File: src/rtl/barrel_scan_ctrl_if.sv
// rtl/barrel_scan_ctrl_if.sv - coordinate beat stream between scan controller and transform pipeline
interface barrel_scan_ctrl_if;
  logic [31:0] m_tdata;
  logic        m_tvalid;
  logic        m_tready;

  modport master (
    output m_tdata,
    output m_tvalid,
    input  m_tready
  );

  modport slave (
    input  m_tdata,
    input  m_tvalid,
    output m_tready
  );
endinterface

File: src/rtl/barrel_scan_ctrl.sv
// rtl/barrel_scan_ctrl.sv - raster coordinate generator with credit-limited in-flight tracking
module barrel_scan_ctrl #(
  parameter int X_MIN   = -540,
  parameter int X_MAX   = 539,
  parameter int Y_TOP   = 480,
  parameter int Y_BOT   = -479,
  parameter int CREDITS = 32
) (
  input  logic                clk,
  input  logic                reset,
  barrel_scan_ctrl_if.master  m_axis,
  input  logic                start,
  input  logic                stop,
  input  logic                continuous,
  input  logic                retire,
  output logic                frame_start,
  output logic                frame_done,
  output logic                busy,
  output logic [5:0]          inflight,
  output logic                err_underflow
);

  typedef enum logic [1:0] {
    IDLE  = 2'd0,
    RUN   = 2'd1,
    DRAIN = 2'd2
  } state_t;

  localparam logic signed [15:0] XMIN_C = 16'(X_MIN);
  localparam logic signed [15:0] XMAX_C = 16'(X_MAX);
  localparam logic signed [15:0] YTOP_C = 16'(Y_TOP);
  localparam logic signed [15:0] YBOT_C = 16'(Y_BOT);
  localparam logic [6:0]         CRED_C = 7'(CREDITS);

  state_t             state_q, state_d;
  logic signed [15:0] x_q, x_d;
  logic signed [15:0] y_q, y_d;
  logic               valid_q, valid_d;
  logic               fs_q, fs_d;
  logic               fd_q, fd_d;
  logic               stop_pending_q, stop_pending_d;
  logic               err_q, err_d;
  logic [5:0]         inflight_q, inflight_d;

  logic hs;
  logic ret_ok;
  logic last_beat;
  logic credit_ok;

  assign hs        = valid_q & m_axis.m_tready;
  assign ret_ok    = retire & (inflight_q != 6'd0);
  assign last_beat = (x_q == XMAX_C) && (y_q == YBOT_C);

  // Counting rule: handshake adds, retire subtracts, both together cancel.
  assign inflight_d = inflight_q + {5'd0, hs} - {5'd0, ret_ok};
  assign credit_ok  = ({1'b0, inflight_d} < CRED_C);

  always_ff @(posedge clk or posedge reset) begin
    if (reset) begin
      state_q        <= IDLE;
      x_q            <= XMIN_C;
      y_q            <= YTOP_C;
      valid_q        <= 1'b0;
      fs_q           <= 1'b0;
      fd_q           <= 1'b0;
      stop_pending_q <= 1'b0;
      err_q          <= 1'b0;
      inflight_q     <= 6'd0;
    end else begin
      state_q        <= state_d;
      x_q            <= x_d;
      y_q            <= y_d;
      valid_q        <= valid_d;
      fs_q           <= fs_d;
      fd_q           <= fd_d;
      stop_pending_q <= stop_pending_d;
      err_q          <= err_d;
      inflight_q     <= inflight_d;
    end
  end

  always_comb begin
    state_d        = state_q;
    x_d            = x_q;
    y_d            = y_q;
    valid_d        = valid_q;
    fs_d           = 1'b0;
    fd_d           = 1'b0;
    stop_pending_d = stop_pending_q;
    err_d          = err_q | (retire & (inflight_q == 6'd0));

    unique case (state_q)
      IDLE: begin
        valid_d        = 1'b0;
        stop_pending_d = 1'b0;
        if (start) begin
          state_d        = RUN;
          x_d            = XMIN_C;
          y_d            = YTOP_C;
          valid_d        = credit_ok;
          fs_d           = 1'b1;
          // start with stop in the same cycle runs exactly one frame
          stop_pending_d = stop;
        end
      end

      RUN: begin
        if (stop) begin
          stop_pending_d = 1'b1;
        end
        if (hs) begin
          if (x_q == XMAX_C) begin
            x_d = XMIN_C;
            y_d = y_q - 16'sd1;
          end else begin
            x_d = x_q + 16'sd1;
          end
        end
        if (hs && last_beat) begin
          state_d = DRAIN;
          valid_d = 1'b0;
        end else begin
          // A stalled beat never loses credit, so this holds valid steady.
          valid_d = credit_ok;
        end
      end

      DRAIN: begin
        valid_d = 1'b0;
        if (stop) begin
          stop_pending_d = 1'b1;
        end
        if (inflight_q == 6'd0) begin
          fd_d = 1'b1;
          if (continuous && !(stop_pending_q || stop)) begin
            state_d = RUN;
            x_d     = XMIN_C;
            y_d     = YTOP_C;
            valid_d = credit_ok;
            fs_d    = 1'b1;
          end else begin
            state_d        = IDLE;
            stop_pending_d = 1'b0;
          end
        end
      end

      default: begin
        state_d = IDLE;
        valid_d = 1'b0;
      end
    endcase
  end

  assign m_axis.m_tvalid = valid_q;
  assign m_axis.m_tdata  = valid_q ? {y_q <<< 3, x_q <<< 3} : 32'd0;
  assign frame_start     = fs_q;
  assign frame_done      = fd_q;
  assign busy            = (state_q != IDLE);
  assign inflight        = inflight_q;
  assign err_underflow   = err_q;

endmodule
File: src/flat_wrapper.sv
// flat-port wrapper written by rule: the top's interface ports become plain ports
module barrel_scan_ctrl_flat 
#(
  parameter int X_MIN   = -540,
  parameter int X_MAX   = 539,
  parameter int Y_TOP   = 480,
  parameter int Y_BOT   = -479,
  parameter int CREDITS = 32
)
  (clk, reset, start, stop, continuous, retire, frame_start, frame_done, busy, inflight, err_underflow, m_axis_m_tdata, m_axis_m_tvalid, m_axis_m_tready);
  barrel_scan_ctrl_if m_axis_i ();
  input  logic clk;
  input  logic reset;
  input  logic start;
  input  logic stop;
  input  logic continuous;
  input  logic retire;
  output logic frame_start;
  output logic frame_done;
  output logic busy;
  output logic [5:0] inflight;
  output logic err_underflow;
  output wire logic [$bits(m_axis_i.m_tdata)-1:0] m_axis_m_tdata;
  output wire logic [$bits(m_axis_i.m_tvalid)-1:0] m_axis_m_tvalid;
  input wire logic [$bits(m_axis_i.m_tready)-1:0] m_axis_m_tready;
  assign m_axis_m_tdata = m_axis_i.m_tdata;
  assign m_axis_m_tvalid = m_axis_i.m_tvalid;
  assign m_axis_i.m_tready = m_axis_m_tready;
  barrel_scan_ctrl #(.X_MIN(X_MIN), .X_MAX(X_MAX), .Y_TOP(Y_TOP), .Y_BOT(Y_BOT), .CREDITS(CREDITS)) u_core (.clk(clk), .reset(reset), .m_axis(m_axis_i), .start(start), .stop(stop), .continuous(continuous), .retire(retire), .frame_start(frame_start), .frame_done(frame_done), .busy(busy), .inflight(inflight), .err_underflow(err_underflow));
endmodule
File: config.mk
export PLATFORM = sky130hd
export DESIGN_NAME = barrel_scan_ctrl_flat
export DESIGN_NICKNAME = d
export VERILOG_FILES = /design/src/rtl/barrel_scan_ctrl_if.sv /design/src/rtl/barrel_scan_ctrl.sv /design/src/flat_wrapper.sv
export SDC_FILE = /design/constraint.sdc
export NUM_CORES = 1
export LEC_CHECK = 0
export CAP_MARGIN = 20
export CORE_AREA = 2 2 90 92
export CTS_CLUSTER_SIZE = 8
export DETAILED_ROUTE_END_ITERATION = 8
export DIE_AREA = 0 0 92 94
export HOLD_SLACK_MARGIN = 0.1
export SYNTH_ARGS = -nofsm -noshare
export SYNTH_HDL_FRONTEND = slang
export SYNTH_SLANG_ARGS = --single-unit
File: constraint.sdc
create_clock -name clk -period 2.2 [get_ports clk]
set_input_delay 0.44 -clock clk [delete_from_list [all_inputs] [get_ports clk]]
set_output_delay 0.44 -clock clk [all_outputs]
set_load 0.1 [all_outputs]
* Word-level counts from Yosys, hierarchy flattened *
Cells that the tools add are included.

storage, ports and cells
  flip-flop bits (word level) = 45
  input bits = 7
  output and inout port bits = 43
  logic and storage cells = 75

operators by class
  add/sub/neg operators = 4
  order comparisons = 1
  eq/ne operators = 10
  muxes and demuxes = 34
  bitwise gates (word level) = 4
  reduce and logical (&&, ||, !) cells = 13

operator list
  operator                 number
  $mux W16                 10
  $pmux W16 S3             2
  $mux W32                 1
  $add A16 B2 Y16 const B  1
  $eq A16 B10 Y1 const B   1
  $eq A16 B11 Y1 const B   1
  $sub A16 B2 Y16 const B  1
  $mux W1                  14
  $ne A2 B1 Y1 const B     5
  $add A6 B1 Y6            1
  $logic_not A6 Y1         1
  $lt A6 B6 Y1 const B     1
  $mux W2                  3
  $pmux W1 S3              2
  $pmux W2 S3              1
  $reduce_and A6 Y1        1
  $reduce_bool A6 Y1       1
  $sub A6 B1 Y6            1
  $reduce_and A5 Y1        1
  $and A1 B1 Y1            3
  $logic_and A1 B1 Y1      3
  $reduce_and A3 Y1        1
  $reduce_bool A3 Y1       1
  $eq A2 B1 Y1 const B     1
  other kinds (8)          8

* Longest topological paths before layout *
Gate-level depths: netlist of run 1.

  depth after elaboration = 7
  gate-level depth with buffers = 12
  mapped depth without buffers = 12

* Least setup slack after synthesis of run 1 *
OpenSTA, ideal clock, no wires.

  kind = reg-to-reg
  start point = reg u_core.inflight_q[2] (netlist: u_core.inflight[2])
  end point = reg u_core.valid_q (netlist: u_core.m_axis.m_tvalid)
  library setup time = 99 ps
  arrival time = 2833 ps
  required time = 2101 ps
  path slack = -732 ps
  stages on the path, launching flop included = 13
  path buffers = 0
  clock period less this slack = 2932 ps
  cell sequence = dfrtp_1 > inv_1 > ha_1 > nand4bb_1 > and2_1 > ha_1 > inv_1 > ha_1 > a21o_1 > a21oi_1 > o2111a_1 > a211oi_1 > a311oi_1

between the ends
  word-level cells in the longest chain between the ends = 7
  elaborated cells between the ends (all ways) = 11
  classes of those cells = 2 x add/sub; 1 x order compare; 5 x mux; 1 x bitwise; 2 x reduce/logical

ends and longest elaborated chain
  what                                                                   RTL line                 text
  from (decl)                                                            barrel_scan_ctrl.sv:43   logic [5:0] inflight_q, inflight_d;
  from (signal assigned)                                                 barrel_scan_ctrl.sv:78   inflight_q <= inflight_d;
  parallel branches: the longest is 2 deep, another holds $add A6 B1 Y6  -
  $sub A6 B1 Y6 (*)                                                      barrel_scan_ctrl.sv:55   assign inflight_d = inflight_q + {5'd0, hs} - {5'd0, ret_ok};
  via u_core.inflight_d[5]                                               barrel_scan_ctrl.sv:43
  $lt A6 B6 Y1 (*)                                                       barrel_scan_ctrl.sv:56   assign credit_ok = ({1'b0, inflight_d} < CRED_C);
  $mux W1                                                                barrel_scan_ctrl.sv:135  if (continuous && !(stop_pending_q || stop)) begin
  $mux W1                                                                barrel_scan_ctrl.sv:133  if (inflight_q == 6'd0) begin
  $pmux W1 S3 (*)                                                        barrel_scan_ctrl.sv:92   unique case (state_q)
  via u_core.valid_d                                                     barrel_scan_ctrl.sv:38   logic valid_q, valid_d;
  to (signal assigned)                                                   barrel_scan_ctrl.sv:73   valid_q <= valid_d;
  to (decl)                                                              barrel_scan_ctrl.sv:38

Mark *: on every way through the listed nets, which the timed path passes.
A chain may end at the register's enable or synchronous reset.

* Worst setup path in the final report of run 1 *
  start point = reg u_core.inflight_q[3] (netlist: u_core.inflight[3])
  end point = reg u_core.valid_q (netlist: u_core.m_axis.m_tvalid)

Same word-level chain as after synthesis.

==> summary.md, run 1 <==
| Metric | Value |
|---|---|
| Clock latency on the worst-skew pair | `0.30 ns` |
| Final Net Count | `433` |
| Register bit count reported by yosys | `45` |
| TritonCTS clock tree | `built` |
| Vias/cell | `5.32` |
| Reg area | `0.00116 mm²` |
| Ports | `50` |
| Critical path class | `register to register` |
| Port buffer count | `43` |
| Via count | `2,727` |
| Routed wire per std cell | `15.5 µm` |
| Die extent in x | `92 µm` |
| Routed WL | `7940 µm` |
| Final Util | `56.7%` |
| Worst Hold Depth | `1` |
| DR iter-0 viols | `136` |
| Core footprint | `0.00761 mm²` |
| Vias in the first global route | `2,693` |
| Area of the multi-input gates | `0.00186 mm²` |
| Worst Reg-to-Reg Cells | `13` |
| CTS clk-pin slew, worst paths | `0.08 ns` |
| Worst setup SP type | `register` |
| H-tree depth | `2` |
| Final worst slack | `-0.186 ns` |
| Tmin final | `2.39 ns` |
| Critical path endpoint category | `register` |
| Total track usage | `19.2%` |
| GPL Wtd Cong | `0.793` |
| RSZ-0062 raised after global routing | `yes` |
| Worst r2r dst | `u_core.m_axis.m_tvalid$_DFF_PP0_` |
| Most used flip-flop cell after synthesis | `dfrtp_1` |
| Fin. max-slew vios | `0` |
| Actual slew at the worst max-slew pin | `0.509 ns` |
| Total CTS buffers | `5` |
| # DRC | `0` |
| CP arrival | `2.56 ns` |
| Die height | `94 µm` |
| Die area | `0.00865 mm²` |
| Setup_tns | `-0.483 ns` |
| Initial core utilization | `39.5%` |
| Worst Clk Skew | `0.00576 ns` |
| Yosys warning count | `0` |
| Req. time, crit path | `2.37 ns` |
| Area Growth Syn to Fin | `43.4%` |
| Root buf cell | `clkbuf_8` |
| Pin count of the biggest net entering global routing | `46` |
| Max_slew headroom | `65.6%` |
| CTS Buffer Depth | `2` |
| Failing checks | `setup timing` |
| Asr flop ratio synth | `100%` |
| Synthesized instance count | `341` |
| Worst hold endpoint | `u_core.err_underflow$_DFF_PP0_` |
| Maximum fanout along the worst path | `2` |
| Final hold vios | `0` |
| Fin Hold WS | `0.462 ns` |
| Setup WS pre-CTS | `-0.241 ns` |
| Final ANT Viol Nets | `0` |
| Status | `finished, violations left` |
| Final critical-path share of the clock period | `108%` |
| Fmax | `419 MHz` |
| Seq/Total Area, Yosys | `38.1%` |
| Final setup fails | `4` |
| FF-to-FF setup slack | `-0.19 ns` |
| Global route overflow | `0` |
| Start of the worst register-to-register path | `u_core.inflight[3]$_DFF_PP0_` |
| DRT Pass-1 Iters | `4` |
| HP Class | `register to register` |
| Filler instances | `667` |
| First-pass GRT wire length | `13,300 µm` |
| Clock Sinks | `45` |
| Distinct cell type count after synthesis | `65` |
| Hold_sp | `u_core.err_underflow$_DFF_PP0_` |
| Antenna diodes | `0` |
| Mapped Avg Cell Area | `8.82 µm²` |
| Row Count | `32` |
| Layout cells sized above 1 | `38.2%` |
| HPWL Detailed | `5690 µm` |
| MaxCap Viol Count | `0` |
| Initial antenna violation count | `0` |
| Area of the mapped netlist | `0.00301 mm²` |
| EDFF count, synth | `0` |
placed cells by master, fill, tap and decap left out, types with 10 or more instances in the layout:
master | netlist | final
buf_12 | 0 | 29
o21ai_0 | 15 | 15
nand4_1 | 11 | 11
nor2_1 | 22 | 21
a21oi_1 | 16 | 14
and2_2 | 0 | 26
nand3_1 | 12 | 12
nand2_1 | 31 | 30
nor3_1 | 10 | 10
buf_4 | 7 | 38
dfrtp_1 | 30 | 24
ha_1 | 15 | 10
inv_1 | 24 | 17
dfstp_2 | 15 | 15
synth_stat cells (all sizes together) (2+ instances only):
| cell | count | area, µm² |
|---|---|---|
| o22ai | 2 | 12.5 |
| nor2 | 23 | 88.8 |
| nand2 | 31 | 116 |
| nand3 | 12 | 60.1 |
| nor2b | 2 | 12.5 |
| a21o | 4 | 30.0 |
| xor2 | 2 | 17.5 |
| inv | 24 | 90.1 |
| and2 | 30 | 188 |
| nor3b | 2 | 20.0 |
| dfrtp | 30 | 751 |
| or3 | 4 | 25.0 |
| clkbuf | 7 | 27.5 |
| nor4 | 5 | 37.5 |
| nand3b | 2 | 15.0 |
| nand4b | 6 | 52.6 |
| nand4 | 11 | 68.8 |
| o211ai | 6 | 45.0 |
| o21ai | 18 | 90.1 |
| a41oi | 2 | 25.0 |
| dfstp | 15 | 394 |
| nand2b | 5 | 31.3 |
| ha | 15 | 188 |
| mux2i | 2 | 20.0 |
| nor3 | 10 | 50.1 |
| a21oi | 16 | 80.1 |
| a211oi | 2 | 20.0 |
| o31ai | 4 | 35.0 |
| nor4bb | 2 | 20.0 |
| a31oi | 6 | 37.5 |
| and4 | 2 | 17.5 |
| o311a | 3 | 30.0 |
| buf | 14 | 87.6 |
cell families (layout without fill, tap and decap cells):
logic type                 after synthesis  in the layout  synth area share (%)
and+or+nand+nor                        152            152                  28.8
AOI/OAI and AO/OA                       76             76                  17.3
DFF                                     45             45                  38.1
buffers and inverters                   45            110                  6.82
adders and majority gates               16             16                  6.91
xor gates and xnor gates                 3              3                 0.874
muxes                                    3              3                  1.04
other                                    1              6                 0.125
registers in the layout (all words and copies together) (netlist names):
| register | cells |
|---|---|
| u_core.inflight | 6 |
| u_core.state_q | 2 |
| u_core.err_underflow | 1 |
| u_core.m_axis.m_tvalid | 1 |
| u_core.frame_start | 1 |
| u_core.frame_done | 1 |
| u_core.stop_pending_q | 1 |
| u_core.y_q | 16 |
| u_core.x_q | 16 |
through the flow:
step	cells	instance area [µm²]
floorplan	346	3150
global placement	501	4090
detailed placement	501	4090
CTS	513	4250
global route	513	4310
finish	513	4310
area by class of cell:
class                   count  area share, %
repair buffers             78           22.6
clock buffers               8           2.09
flip-flops and latches     45           26.9
inverters                  24           2.20
multi-input cells         256           43.2
well taps                 102           2.96
repair_timing:
action	in CTS	in global routing
buffers inserted	4	1
setup endpoints to repair	3	35
gates cloned	0	1
pin swaps	5	8
hold buffers	0	0
gates resized for setup	9	12
how the worst max path moves through the flow:
stage                                            start                          endpoint  slack, ns  cells past startpoint
after floorplan           u_core.inflight[3]$_DFF_PP0_  u_core.m_axis.m_tvalid$_DFF_PP0_      -0.25                     12
after global placement                          retire  u_core.m_axis.m_tvalid$_DFF_PP0_      -0.17                     10
after detailed placement                        retire  u_core.m_axis.m_tvalid$_DFF_PP0_      -0.24                     10
after CTS                 u_core.inflight[3]$_DFF_PP0_  u_core.m_axis.m_tvalid$_DFF_PP0_      -0.21                     12
after global routing      u_core.inflight[3]$_DFF_PP0_  u_core.m_axis.m_tvalid$_DFF_PP0_      -0.28                     12
final                     u_core.inflight[3]$_DFF_PP0_  u_core.m_axis.m_tvalid$_DFF_PP0_      -0.19                     13
routing by layer:
| metal | vias up | GRT usage (%) | share of wire [%] |
|---|---|---|---|
| met3 | 9 | 2.89 | 3.8 |
| met1 | 1294 | 25.6 | 45 |
| li1 | 1342 | - | - |
| met5 | - | 0 | 0 |
| met2 | 82 | 32.6 | 50 |
| met4 | 0 | 5.22 | 1.2 |
worst max-delay path, stage by stage (launching register included):
cell       delay [ns]
dfrtp_4          0.50
inv_4            0.07
ha_4             0.13
nand4bb_1        0.14
and2_4           0.18
ha_4             0.25
inv_2            0.03
ha_4             0.15
a21o_1           0.16
a21oi_2          0.16
buf_4            0.16
nor2_4           0.04
a211oi_4         0.24
a311oi_2         0.06
Power of run 1 is left out: the tool's default activity adds up to more than one toggle a clock period on the data nets, which glitch-free logic cannot reach.
==> run 2, diff against run 1 <==
--- a/config.mk
+++ b/config.mk
@@ -5,11 +5,11 @@
 export SDC_FILE = /design/constraint.sdc
 export NUM_CORES = 1
 export LEC_CHECK = 0
-export CAP_MARGIN = 20
 export CORE_AREA = 2 2 90 92
 export CTS_CLUSTER_SIZE = 8
 export DETAILED_ROUTE_END_ITERATION = 8
 export DIE_AREA = 0 0 92 94
+export GPL_TIMING_DRIVEN = 0
 export HOLD_SLACK_MARGIN = 0.1
 export SYNTH_ARGS = -nofsm -noshare
 export SYNTH_HDL_FRONTEND = slang
==> summary.md, run 2 (same netlist as run 1, synthesis figures left out) <==
| Metric | Value |
|---|---|
| Status | `finished, violations left` |
| Failing checks | `setup timing` |
| Clock Sinks | `45` |
| M1 WL | `3620 µm` |
| Port buffer count | `43` |
| HPWL Detailed | `5690 µm` |
| Total track usage | `19.5%` |
| Die area | `0.00865 mm²` |
| Critical path class | `register to register` |
| Top Metal Used | `met4` |
| Vias in the first global route | `2,708` |
| FF-to-FF setup slack | `-0.14 ns` |
| Initial core utilization | `39.5%` |
| MaxCap Viol Count | `0` |
| Slowest cell delay on critical path | `0.50 ns` |
| First-pass GRT wire length | `13,400 µm` |
| Final hold vios | `0` |
| WP buf/inv | `2` |
| DR iter-0 viols | `122` |
| CP arrival | `2.55 ns` |
| Routed WL | `7880 µm` |
| Total CTS buffers | `5` |
| TritonCTS clock tree | `built` |
| Tmin final | `2.34 ns` |
| Area Growth Syn to Fin | `32.9%` |
| Final critical-path share of the clock period | `106%` |
| Antenna diodes | `0` |
| Most frequent CP cell | `ha_4` |
| Clock latency on the worst-skew pair | `0.30 ns` |
| Fin. max-slew vios | `0` |
| Worst Reg-to-Reg Cells | `12` |
| Die extent in x | `92 µm` |
| Die height | `94 µm` |
| Final Util | `52.6%` |
| Final ANT Viol Nets | `0` |
| Fmax | `427 MHz` |
| Most common cell after layout, fill and taps aside | `buf_4` |
| CP delay by family, top | `compound AO/OA/AOI/OAI gates` |
| Maximum fanout along the worst path | `3` |
| Routed wire per std cell | `15.3 µm` |
| DRT Pass-1 Iters | `4` |
| Layout cells sized above 1 | `37.4%` |
| WL met2 | `3790 µm` |
| Cts hold-fix bufs | `0` |
| HP Class | `input port to asynchronous set/reset pin` |
| Row Count | `32` |
| Initial antenna violation count | `0` |
| Actual slew at the worst max-slew pin | `0.960 ns` |
| CTS Buffer Depth | `2` |
| CTS clk-pin slew, worst paths | `0.08 ns` |
| Slowest stage cell on the critical path | `dfrtp_4` |
| Worst setup SP type | `register` |
| Stages on worst setup path | `12` |
| Vias/cell | `5.35` |
| Final worst slack | `-0.139 ns` |
| Root buf cell | `clkbuf_8` |
| Critical path endpoint category | `register` |
| # DRC | `0` |
| Ports | `50` |
| Core footprint | `0.00761 mm²` |
| GPL Wtd Cong | `0.862` |
| Final Net Count | `434` |
| H-tree depth | `2` |
| Met3 WL post-DR | `376 µm` |
| Most frequent cells in the layout | `40 x buf_4, 30 x nand2_1, 26 x and2_2` |
| Max_slew headroom | `35.9%` |
| Global route overflow | `0` |
| Via count | `2,752` |
| Req. time, crit path | `2.41 ns` |
| Worst Clk Skew | `0.00518 ns` |
| Final setup fails | `3` |
| Worst-path cell chain | `inv_4 > ha_4 > nand4bb_1 > and2_4 > ha_4 > inv_2 > ha_4 > a21o_1 > a21oi_2 > o2111a_1 > a211oi_2 > a311oi_1` |
| Pin count of the biggest net entering global routing | `26` |
| RSZ-0062 raised after global routing | `yes` |
[run 2: final timing paths]
check | start | endpoint
max in group asynchronous | reset | u_core.x_q[12]$_DFFE_PP1P_
worst min-delay path | reset | u_core.stop_pending_q$_DFFE_PP0N_
min in group clk | u_core.err_underflow$_DFF_PP0_ | u_core.err_underflow$_DFF_PP0_
worst min register to register | u_core.err_underflow$_DFF_PP0_ | u_core.err_underflow$_DFF_PP0_
worst max-delay path | u_core.inflight[2]$_DFF_PP0_ | u_core.m_axis.m_tvalid$_DFF_PP0_
worst max register to register | u_core.inflight[2]$_DFF_PP0_ | u_core.m_axis.m_tvalid$_DFF_PP0_
[run 2: metrics by stage]
| stage | hold WS [ns] | worst slack [ns] | cells | cell area [µm²] | setup TNS [ns] |
|---|---|---|---|---|---|
| 6_report | 0.462 | -0.139 | 514 | 4000 | -0.221 |
| 5_1_grt | 0.498 | -0.222 | 514 | 4000 | -0.528 |
| 4_1_cts | 0.477 | -0.150 | 508 | 3870 | -0.387 |
| 3_5_place_dp | 0.460 | -0.485 | 492 | 3720 | -20.10 |
| 3_3_place_gp | 0.456 | -0.599 | 491 | 3700 | -31.04 |
| 2_1_floorplan | 0.459 | -0.250 | 346 | 3150 | -1.44 |
[run 2: final cells by class]
cell class	instances	area, µm²
Fill cell	758	3610
Clock buffer	6	72.6
Inverter	24	101
Buffer	21	134
Sequential cell	45	1160
Tap cell	102	128
Timing Repair Buffer	58	505
Multi-Input combinational cell	256	1880
Clock inverter	2	10.0
[run 2: timing repair]
| item | 4_1_cts | 5_1_grt |
|---|---|---|
| gates resized for setup | 163 | 28 |
| endpoints found under the setup margin | 67 | 58 |
| cloned | 0 | 0 |
| pin swaps | 6 | 7 |
| buffers inserted | 8 | 6 |
[run 2: layer usage]
metal	GRT usage [%]	vias to the layer above
met5	0	-
met4	7.09	0
li1	-	1351
met2	32.0	48
met1	26.2	1343
met3	3.13	10
Power of run 2 is left out for the same reason.
